$ cat config.mk
export PLATFORM = sky130hd
export DESIGN_NAME = hybrid_predict_ctrl_flat
export DESIGN_NICKNAME = d
export VERILOG_FILES = /design/src/rtl/bp_pkg.sv /design/src/rtl/hybrid_predict_ctrl_if.sv /design/src/rtl/bp_inflight_fifo.sv /design/src/rtl/hybrid_predict_ctrl.sv /design/src/flat_wrapper.sv
export SDC_FILE = /design/constraint.sdc
export NUM_CORES = 2
export LEC_CHECK = 0
export ABC_AREA = 0
export CORE_AREA = 3 3 440 769
export DETAILED_ROUTE_END_ITERATION = 6
export DIE_AREA = 0 0 443 772
export PLACE_DENSITY = 0.49
export RECOVER_POWER = 100
export SYNTH_ARGS = -nofsm -noshare
export SYNTH_HDL_FRONTEND = slang
export SYNTH_HIERARCHICAL = 1
export SYNTH_SLANG_ARGS = --single-unit
$ cat constraint.sdc
create_clock -name CLK -period 36.4 [get_ports CLK]
set_input_delay 7.28 -clock CLK [delete_from_list [all_inputs] [get_ports CLK]]
set_output_delay 7.28 -clock CLK [all_outputs]
set_load 0.02 [all_outputs]
$ cat src/rtl/bp_pkg.sv
// rtl/bp_pkg.sv - shared types and constants for the hybrid branch predictor controller
//
// Purpose: chooser counter encodings, controller FSM states, in-flight entry
//          layout and the chooser training function.
// Ports:   none (package)
package bp_pkg;

  // 2-bit chooser: MSB set selects the global predictor
  localparam logic [1:0] STRONG_LOCAL  = 2'b00;
  localparam logic [1:0] WEAK_LOCAL    = 2'b01;
  localparam logic [1:0] WEAK_GLOBAL   = 2'b10;
  localparam logic [1:0] STRONG_GLOBAL = 2'b11;

  typedef enum logic {
    INIT = 1'b0,
    RUN  = 1'b1
  } ctrl_state_t;

  // Per-branch prediction flags; the address sits above these in a FIFO word
  typedef struct packed {
    logic local_taken;
    logic global_taken;
    logic final_taken;
  } entry_flags_t;

  localparam int FLAGS_W = $bits(entry_flags_t);

  // Move toward whichever predictor alone was right; hold when they agree in outcome
  function automatic logic [1:0] chooser_train(input logic [1:0] cur,
                                               input logic       local_ok,
                                               input logic       global_ok);
    logic [1:0] nxt;
    nxt = cur;
    if (local_ok && !global_ok && cur != STRONG_LOCAL)
      nxt = cur - 2'd1;
    else if (global_ok && !local_ok && cur != STRONG_GLOBAL)
      nxt = cur + 2'd1;
    return nxt;
  endfunction

endpackage

$ cat src/rtl/hybrid_predict_ctrl_if.sv
// rtl/hybrid_predict_ctrl_if.sv - prediction/resolution bus of the hybrid predictor controller
//
// Purpose: bundles the fetch-side request, resolution-side and predictor-update signals.
// Ports:   master = fetch/resolve stages (drive requests), slave = controller.
interface hybrid_predict_ctrl_if #(
  parameter int ADDR_W = 32
);
  logic              Pred_valid;
  logic [ADDR_W-1:0] Pred_addr;
  logic              Local_taken;
  logic              Global_taken;
  logic              Pred_ready;
  logic              Taken;
  logic              Taken_valid;
  logic              Resolve_valid;
  logic              Resolve_taken;
  logic              Flush;
  logic              Upd_valid;
  logic [ADDR_W-1:0] Upd_addr;
  logic              Upd_taken;
  logic              Mispredict;
  logic              Init_busy;

  modport master (
    output Pred_valid, Pred_addr, Local_taken, Global_taken,
    output Resolve_valid, Resolve_taken, Flush,
    input  Pred_ready, Taken, Taken_valid,
    input  Upd_valid, Upd_addr, Upd_taken, Mispredict, Init_busy
  );

  modport slave (
    input  Pred_valid, Pred_addr, Local_taken, Global_taken,
    input  Resolve_valid, Resolve_taken, Flush,
    output Pred_ready, Taken, Taken_valid,
    output Upd_valid, Upd_addr, Upd_taken, Mispredict, Init_busy
  );
endinterface

$ cat src/rtl/bp_inflight_fifo.sv
// rtl/bp_inflight_fifo.sv - in-order FIFO of unresolved predictions
//
// Purpose: synchronous FIFO with push/pop/flush and occupancy count.
// Ports:   clk, rst_n (async active-low), push/wdata, pop/rdata (head, combinational),
//          flush (drops everything still queued after this cycle's pop), count.
module bp_inflight_fifo #(
  parameter int DEPTH = 4,
  parameter int WIDTH = 35,
  localparam int PTR_W = $clog2(DEPTH),
  localparam int CNT_W = PTR_W + 1
) (
  input  logic             clk,
  input  logic             rst_n,
  input  logic             push,
  input  logic [WIDTH-1:0] wdata,
  input  logic             pop,
  input  logic             flush,
  output logic [WIDTH-1:0] rdata,
  output logic [CNT_W-1:0] count
);

  logic [WIDTH-1:0] mem [DEPTH];
  logic [PTR_W-1:0] wr_ptr;
  logic [PTR_W-1:0] rd_ptr;

  assign rdata = mem[rd_ptr];

  always_ff @(posedge clk) begin
    if (push)
      mem[wr_ptr] <= wdata;
  end

  // Power-of-two depth lets the pointers wrap by plain overflow
  always_ff @(posedge clk or negedge rst_n) begin
    if (!rst_n) begin
      wr_ptr <= '0;
      rd_ptr <= '0;
      count  <= '0;
    end else if (flush) begin
      if (push)
        wr_ptr <= wr_ptr + 1'b1;
      rd_ptr <= push ? wr_ptr + 1'b1 : wr_ptr;
      count  <= '0;
    end else begin
      if (push)
        wr_ptr <= wr_ptr + 1'b1;
      if (pop)
        rd_ptr <= rd_ptr + 1'b1;
      case ({push, pop})
        2'b10:   count <= count + 1'b1;
        2'b01:   count <= count - 1'b1;
        default: count <= count;
      endcase
    end
  end

endmodule

$ cat src/rtl/hybrid_predict_ctrl.sv
// rtl/hybrid_predict_ctrl.sv - chooser and in-flight controller of the hybrid branch predictor
//
// Purpose: picks local or global direction per branch from a 2-bit chooser table,
//          queues in-flight predictions, and on each resolution emits one update
//          strobe, trains the chooser and flags mispredictions.
// Ports:   CLK, RESET (async active-low), bus (slave side of hybrid_predict_ctrl_if).
module hybrid_predict_ctrl
  import bp_pkg::*;
#(
  parameter int IDX_W      = 10,
  parameter int FIFO_DEPTH = 4,
  parameter int ADDR_W     = 32
) (
  input  logic                 CLK,
  input  logic                 RESET,
  hybrid_predict_ctrl_if.slave bus
);

  localparam int ENTRY_W = ADDR_W + FLAGS_W;
  localparam int CNT_W   = $clog2(FIFO_DEPTH) + 1;
  localparam logic [CNT_W-1:0] DEPTH_C = CNT_W'(FIFO_DEPTH);

  ctrl_state_t      state, state_n;
  logic [IDX_W-1:0] init_cnt, init_cnt_n;
  logic             pred_ready, pop, init_busy;

  logic [1:0]         chooser [2**IDX_W];
  logic [IDX_W-1:0]   pred_idx, head_idx;
  logic               final_taken;
  logic               accept;
  logic               flush_run;
  entry_flags_t       push_flags, head_flags;
  logic [ENTRY_W-1:0] fifo_rdata;
  logic [ADDR_W-1:0]  head_addr;
  logic [CNT_W-1:0]   fifo_count;

  logic              taken_q, taken_valid_q, upd_valid_q, upd_taken_q, mispredict_q;
  logic [ADDR_W-1:0] upd_addr_q;

  always_ff @(posedge CLK or negedge RESET) begin
    if (!RESET) begin
      state    <= INIT;
      init_cnt <= '0;
    end else begin
      state    <= state_n;
      init_cnt <= init_cnt_n;
    end
  end

  // Readiness comes only from the registered count, so a same-cycle pop never frees a slot
  always_comb begin
    state_n    = state;
    init_cnt_n = init_cnt;
    init_busy  = 1'b0;
    pred_ready = 1'b0;
    pop        = 1'b0;
    case (state)
      INIT: begin
        init_busy  = 1'b1;
        init_cnt_n = init_cnt + 1'b1;
        if (init_cnt == '1)
          state_n = RUN;
      end
      RUN: begin
        pred_ready = (fifo_count < DEPTH_C) && !bus.Flush;
        pop        = bus.Resolve_valid && (fifo_count != '0);
      end
      default: state_n = INIT;
    endcase
  end

  assign flush_run = (state == RUN) && bus.Flush;
  assign accept    = bus.Pred_valid && pred_ready;

  // Chooser read is combinational on the old table contents, so a same-cycle
  // training write to the same index is not visible to this prediction
  assign pred_idx    = bus.Pred_addr[IDX_W+1:2];
  assign final_taken = chooser[pred_idx][1] ? bus.Global_taken : bus.Local_taken;

  assign push_flags = '{local_taken:  bus.Local_taken,
                        global_taken: bus.Global_taken,
                        final_taken:  final_taken};

  bp_inflight_fifo #(
    .DEPTH (FIFO_DEPTH),
    .WIDTH (ENTRY_W)
  ) u_fifo (
    .clk   (CLK),
    .rst_n (RESET),
    .push  (accept),
    .wdata ({bus.Pred_addr, push_flags}),
    .pop   (pop),
    .flush (flush_run),
    .rdata (fifo_rdata),
    .count (fifo_count)
  );

  assign head_addr  = fifo_rdata[FLAGS_W +: ADDR_W];
  assign head_flags = entry_flags_t'(fifo_rdata[FLAGS_W-1:0]);
  assign head_idx   = head_addr[IDX_W+1:2];

  // Table holds no reset; the INIT sweep is what establishes its contents
  always_ff @(posedge CLK) begin
    if (state == INIT)
      chooser[init_cnt] <= WEAK_LOCAL;
    else if (pop)
      chooser[head_idx] <= chooser_train(chooser[head_idx],
                                         head_flags.local_taken  == bus.Resolve_taken,
                                         head_flags.global_taken == bus.Resolve_taken);
  end

  always_ff @(posedge CLK or negedge RESET) begin
    if (!RESET) begin
      taken_q       <= 1'b0;
      taken_valid_q <= 1'b0;
      upd_valid_q   <= 1'b0;
      upd_addr_q    <= '0;
      upd_taken_q   <= 1'b0;
      mispredict_q  <= 1'b0;
    end else begin
      taken_valid_q <= accept;
      if (accept)
        taken_q <= final_taken;
      upd_valid_q <= pop;
      if (pop) begin
        upd_addr_q  <= head_addr;
        upd_taken_q <= bus.Resolve_taken;
      end
      mispredict_q <= pop && (head_flags.final_taken != bus.Resolve_taken);
    end
  end

  assign bus.Pred_ready  = pred_ready;
  assign bus.Init_busy   = init_busy;
  assign bus.Taken       = taken_q;
  assign bus.Taken_valid = taken_valid_q;
  assign bus.Upd_valid   = upd_valid_q;
  assign bus.Upd_addr    = upd_addr_q;
  assign bus.Upd_taken   = upd_taken_q;
  assign bus.Mispredict  = mispredict_q;

endmodule

$ cat src/flat_wrapper.sv
// flat-port wrapper written by rule: the top's interface ports become plain ports
module hybrid_predict_ctrl_flat import bp_pkg::*;
#(
  parameter int IDX_W      = 10,
  parameter int FIFO_DEPTH = 4,
  parameter int ADDR_W     = 32
)
  (CLK, RESET, bus_Pred_valid, bus_Pred_addr, bus_Local_taken, bus_Global_taken, bus_Resolve_valid, bus_Resolve_taken, bus_Flush, bus_Pred_ready, bus_Taken, bus_Taken_valid, bus_Upd_valid, bus_Upd_addr, bus_Upd_taken, bus_Mispredict, bus_Init_busy);
  hybrid_predict_ctrl_if #(.ADDR_W(ADDR_W)) bus_i ();
  input  logic CLK;
  input  logic RESET;
  input wire logic [$bits(bus_i.Pred_valid)-1:0] bus_Pred_valid;
  input wire logic [$bits(bus_i.Pred_addr)-1:0] bus_Pred_addr;
  input wire logic [$bits(bus_i.Local_taken)-1:0] bus_Local_taken;
  input wire logic [$bits(bus_i.Global_taken)-1:0] bus_Global_taken;
  input wire logic [$bits(bus_i.Resolve_valid)-1:0] bus_Resolve_valid;
  input wire logic [$bits(bus_i.Resolve_taken)-1:0] bus_Resolve_taken;
  input wire logic [$bits(bus_i.Flush)-1:0] bus_Flush;
  output wire logic [$bits(bus_i.Pred_ready)-1:0] bus_Pred_ready;
  output wire logic [$bits(bus_i.Taken)-1:0] bus_Taken;
  output wire logic [$bits(bus_i.Taken_valid)-1:0] bus_Taken_valid;
  output wire logic [$bits(bus_i.Upd_valid)-1:0] bus_Upd_valid;
  output wire logic [$bits(bus_i.Upd_addr)-1:0] bus_Upd_addr;
  output wire logic [$bits(bus_i.Upd_taken)-1:0] bus_Upd_taken;
  output wire logic [$bits(bus_i.Mispredict)-1:0] bus_Mispredict;
  output wire logic [$bits(bus_i.Init_busy)-1:0] bus_Init_busy;
  assign bus_i.Pred_valid = bus_Pred_valid;
  assign bus_i.Pred_addr = bus_Pred_addr;
  assign bus_i.Local_taken = bus_Local_taken;
  assign bus_i.Global_taken = bus_Global_taken;
  assign bus_i.Resolve_valid = bus_Resolve_valid;
  assign bus_i.Resolve_taken = bus_Resolve_taken;
  assign bus_i.Flush = bus_Flush;
  assign bus_Pred_ready = bus_i.Pred_ready;
  assign bus_Taken = bus_i.Taken;
  assign bus_Taken_valid = bus_i.Taken_valid;
  assign bus_Upd_valid = bus_i.Upd_valid;
  assign bus_Upd_addr = bus_i.Upd_addr;
  assign bus_Upd_taken = bus_i.Upd_taken;
  assign bus_Mispredict = bus_i.Mispredict;
  assign bus_Init_busy = bus_i.Init_busy;
  hybrid_predict_ctrl #(.IDX_W(IDX_W), .FIFO_DEPTH(FIFO_DEPTH), .ADDR_W(ADDR_W)) u_core (.CLK(CLK), .RESET(RESET), .bus(bus_i));
endmodule
== Word level (Yosys, flattened, before mapping) ==
Memories as Yosys holds them, arrays and structs flattened.
Index checks and enable logic that the tools add are counted.

* Add/sub/neg operators: 7
* Shift operators: 0
* Reductions and logical operators: 17
* $lt $le $gt $ge: 1
* Bitwise operators: 0
* Equal/unequal tests: 7
* Mux-type cells: 23
* Divide/modulo/power cells: 0
* Multiply operators: 0

{| class="wikitable"
|+ Operators with widths
! cell !! number
|-
| 2-bit 2-to-1 mux || 8
|-
| 1-bit 2-to-1 mux || 12
|-
| 10-bit by 1-bit adder with 10-bit output, second input constant || 1
|-
| 10-bit == test, second input constant || 1
|-
| 10-bit 2-to-1 mux || 1
|-
| 1-bit logical AND || 9
|-
| 2-bit by 1-bit adder with 2-bit output, second input constant || 3
|-
| 3-bit case mux with 2 select lines || 1
|-
| 3-bit nonzero test || 2
|-
| 2-bit nonzero test || 2
|-
| 3-bit by 1-bit adder with 3-bit output, second input constant || 1
|-
| 1-bit zero test || 3
|-
| 3-bit < comparator, second input constant || 1
|-
| 3-bit 2-to-1 mux || 1
|-
| 3-bit by 1-bit subtractor with 3-bit output, second input constant || 1
|-
| 1-bit == test || 2
|-
| 2-bit by 1-bit == test with 1-bit output, second input constant || 1
|-
| 2-bit == test, second input constant || 1
|-
| 2-bit != test, second input constant || 1
|-
| 2-bit OR reduction || 1
|-
| 2-bit by 1-bit subtractor with 2-bit output, second input constant || 1
|-
| 1-bit != test || 1
|}

* Memories: 2
* Input port bits: 40
* RAM bits: 2,188
* Bits in registers: 55
* Bits in read-only memories: 0
* Output and inout bits: 39
* Latch bits: 0
* Word-level logic and storage cells: 68

{| class="wikitable"
|+ Memory list
! memory !! depth !! bits a word !! read ports !! clocked after memory_dff !! write ports !! RTL line !! source
|-
| u_core.chooser || 1,024 || 2 || 2 || 0 || 1 || hybrid_predict_ctrl.sv:27 || <nowiki>logic [1:0] chooser [2**IDX_W];</nowiki>
|-
| u_core.u_fifo.mem || 4 || 35 || 1 || 0 || 1 || bp_inflight_fifo.sv:22 || <nowiki>logic [WIDTH-1:0] mem [DEPTH];</nowiki>
|}

== Depth between registers and ports, before layout ==
An unclocked memory read counts as a cell.

* Word-level depth: 10
* Gate-level depth with buffers: 23
* Depth with buffers taken out: 15

== Hierarchy ==
Netlist, hierarchy kept.

{| class="wikitable"
|+ By module, submodules not included
! module !! instances !! area an instance (sq um) !! sequential area each (sq um) !! cells an instance
|-
| hybrid_predict_ctrl || 1 || 94,100.2 || 62,700.1 || 5,773
|-
| bp_inflight_fifo || 1 || 5,526.6 || 4,379.2 || 222
|}

== Worst setup path before layout ==
Ideal clock, no wire load.

* Kind: input to register
* From: input bus_Resolve_valid
* To: memory u_core.chooser[0][0], data pin
* Data required time: 30.483 ns
* Buffers on the path: 2
* Setup time: 5.917 ns
* Arrival: 36.679 ns
* Cell stages on the path: 7
* Setup slack: -6.196 ns
* Cell sequence: o31ai_1 or2_2 inv_1 clkbuf_1 clkbuf_1 and2_1 mux2i_1

* Cells in the longest elaborated chain, start to end: 7

{| class="wikitable"
|+ Ends and longest elaborated chain
! what !! RTL line !! source
|-
| from (decl) || flat_wrapper.sv:16 || <nowiki>input wire logic [$bits(bus_i.Resolve_valid)-1:0] bus_Resolve_valid;</nowiki>
|-
| 1-bit logical AND || hybrid_predict_ctrl.sv:66 || <nowiki>pop = bus.Resolve_valid && (fifo_count != '0);</nowiki>
|-
| 1-bit 2-to-1 mux || hybrid_predict_ctrl.sv:57 || <nowiki>case (state)</nowiki>
|-
| 1-bit 2-to-1 mux || hybrid_predict_ctrl.sv:106 || <nowiki>else if (pop)</nowiki>
|-
| 1-bit 2-to-1 mux || hybrid_predict_ctrl.sv:104 || <nowiki>if (state == INIT)</nowiki>
|-
| 1-bit 2-to-1 mux (not written as such) || hybrid_predict_ctrl.sv:107 || <nowiki>chooser[head_idx] <= chooser_train(chooser[head_idx],</nowiki>
|-
| 2-bit OR reduction (no line) || n/a ||
|-
| 2-bit 2-to-1 mux (no line) || n/a ||
|-
| to (decl) || hybrid_predict_ctrl.sv:27 ||
|}

Every way passes these cells.

== Final worst setup path ==
* From: input bus_Resolve_valid
* To: memory u_core.chooser[984][0], data pin

The elaborated chain is that of the path after synthesis.

==> run metrics <==
top post-synthesis cells by area=edfxtp_1 (66%), mux4_2 (16%), nor2_1 (4.2%); die area=~340000 um^2; Slew HR=-629%; met3 wire len=24400 um; DR iter-0 viols=6380; number of global-route vias before repair=between 60000 and 70000; Final Cell Area=roughly 110000 um^2; unrepaired setup endpoints after global routing=no; largest net degree at the start of global routing=246; # rows=280; Die Wd=443 um; VDD IR max=40.0 uV; CTS Buffer Depth=4; GRT Total Usage=21.6%; Post-CTS Setup Repair Bufs=0; IO Count=79; clock insertion delay at the later pin of the skew report=930 ps; final setup skew=around 59 ps; post-cts resize count=0; period utilization=between 60 and 70%; commonest non-fill, non-tap cells in the layout=edfxtp_1 (2188), nor2_1 (1101), mux4_2 (705), nand2_1 (276), mux2i_1 (218); Port Buffers=78; CTS buffer count=202; Area growth syn-to-layout=11.7%; crit-path leading delay family=buffers and inverters; post-synthesis average cell area=16.6 um^2; Slew Limit Fails=3538; WP buf/inv=8; Mapped Nets=between 6000 and 7000; top-area cell type share of the netlist area=about 66%; Worst-Margin Slew=10940 ps; violated checks=max-capacitance violations, max-slew violations; most common cell after layout, fill and taps aside=edfxtp_1; Crit Path Max Fanout=245; Vias=roughly 60000; final setup fails=0; startpoint types=input pin; H-tree depth=4; drt total wl=379000 um; starting density of the core=around 30%; sequential share of the synthesized area=roughly two thirds; yosys warns=6; DP Wirelength=235000 um; die height=772 um; grt total ovfl=0; Remaining DRCs=0; CTS Sinks=2243; max_cap viols=approximately 80; final hold violation count=0; Synth Flop Type=edfxtp_1; Hold Crit Class=reg2reg; Seq cells post-synth=between 2000 and 2500; clk root buf=clkbuf_16; leakage power=~33 nW; drt via density=5.69; Crit path largest cell delay=7520 ps; power per cell area=45.7 nW/um^2; crit-path cells=dlygate4sd3_1 -> o31ai_1 -> or2_2 -> clkbuf_1 -> inv_1 -> clkbuf_1 -> and2_0 -> mux2i_4 -> clkbuf_1 -> buf_12 -> clkbuf_1 -> buf_4; fin util=33.5%; Placer Congestion=0.878; CTS tree=yes; share of cells above drive strength 1=19.8%; asr flop ratio synth=2.45%; critical-path cell with the highest stage delay=clkbuf_1; Crit. End Element=register; # hold bufs at CTS=0; Critical Path RT=36970 ps; leading area contributor after synthesis=edfxtp_1; DR WL/cell=roughly 36 um; Floorplan Core Area=332000 um^2; CP Class=in2reg; FILL cells=about 32000; cells after synthesis=5995; library cells used by synthesis=81; WL met2=196000 um; Detail Route Antenna Nets=0; Top Layer Used=met5; Final nets=6018; Setup TNS=0 ps; Most Frequent Cell on Critical Path=clkbuf_1; Worst-path clk slew=60 ps; Post-Syn Area=approximately 100000 um^2; Placement Cell Area=~110000 um^2; EDFF count, synth=2188; wl on met1=125000 um; Fmax=42.2 MHz; first-pass GRT wire length=513000 um; initial antenna violation count=20; Detailed Routing Iterations Pass 1=6; outcome=finished with violations; WP data arrival=about 24000 ps; post-layout minimum cycle time=around 24000 ps
-- worst paths after layout --
check | to | start | depth (start not counted) | slack, ps
max reg2reg | u_core/chooser[944][1] | u_core/u_fifo/rd_ptr[1] | 22 | 13860
min in group asynchronous | u_core/bus.Mispredict | RESET | 2 | 7550
min reg2reg | u_core/bus.Upd_addr[1] | u_core/bus.Upd_addr[1] | 2 | 470
max | u_core/chooser[984][0] | bus_Resolve_valid | 12 | 12720
max in group asynchronous | u_core/u_fifo/rd_ptr[0] | RESET | 2 | 26770
min | u_core/bus.Upd_addr[1] | u_core/bus.Upd_addr[1] | 2 | 470
-- state kept, by name (all words and copies together), names as in the netlist, 2 cells and up --
| name | count |
|---|---|
| u_core/chooser | 2048 |
| u_core/u_fifo/count | 3 |
| u_core/bus.Upd_addr | 32 |
| u_core/u_fifo/wr_ptr | 2 |
| u_core/init_cnt | 10 |
| u_core/u_fifo/rd_ptr | 2 |
| u_core/u_fifo/mem | 140 |
-- layer usage --
metal	global-route usage [%]	up-vias
li1	-	23748
met1	23.1	32219
met2	38.7	2824
met3	2.96	986
met4	16.5	4
met5	0	-
-- cells in the mapped netlist, drive strengths merged (15+ instances only) --
cell type and n:
inv 21, o221ai 39, buf 227, nand2 283
nor2 1110, a21oi 68, nor2b 24, o22ai 43
clkbuf 281, a22o 25, nand3 98, dfrtp 55
o21ai 47, mux4 718, mux2 15, nor4 16
mux2i 220, a31oi 40, edfxtp 2188, a221oi 15
nand4 30, and2 32, a22oi 184, nor3 43
-- final cells by class --
type	count	area (um^2)	area share (%)
antenna	13	32.5	0.0292
clock buffer	241	5330	4.78
clock inverter	114	1220	1.10
inverter	24	90.1	0.0809
multi-input combinational	3220	30000	27.0
sequential	2243	67100	60.3
tap	4371	5470	4.91
timing repair buffer	279	2080	1.87
-- cells by family after synthesis --
family / count (synthesis) / synth area share [%]
AND/OR/NAND/NOR: 1693 / 7.00
flip-flops: 2243 / 67.3
multiplexers: 953 / 18.7
buffers and inverters: 532 / 2.80
adder cells (fa/ha/maj): 8 / 0.108
XOR/XNOR: 15 / 0.132
AO/OA/AOI/OAI: 551 / 3.97
-- power by group --
group	internal, W	switching [W]
Sequential	0.00279	0.000000185
Combinational	0.0000282	0.0000712
Clock	0.00122	0.000979
Total	0.00404	0.00105
-- per-stage QoR --
stage          std cells  hold slack (ps)  power, W  setup WS [ps]
4_1_cts            10492              480   0.00513          20490
2_1_floorplan       5995              460   0.00289           6660
5_1_grt            10497              487   0.00522          11110
3_3_place_gp       10137              460   0.00294          20540
3_5_place_dp       10137              465   0.00294          20490
6_report           10505              468   0.00509          12720
-- worst reg2reg max path, cell delays in order, from the launching register on --
cell and delay, ps:
dfrtp_2 520, buf_4 320, mux4_4 680, buf_4 760, buf_4 770, buf_4 770
buf_4 680, buf_4 730, mux4_2 470, a22oi_1 350, nor2_1 80, o41ai_1 750
nand4_1 190, nand3_1 400, a32oi_1 360, inv_1 130, ha_1 190, o221ai_1 130
o21a_1 140, nor2_1 210, a22o_1 2620, clkbuf_1 2820, clkbuf_1 6460
Power figures use the tool's default switching activity.
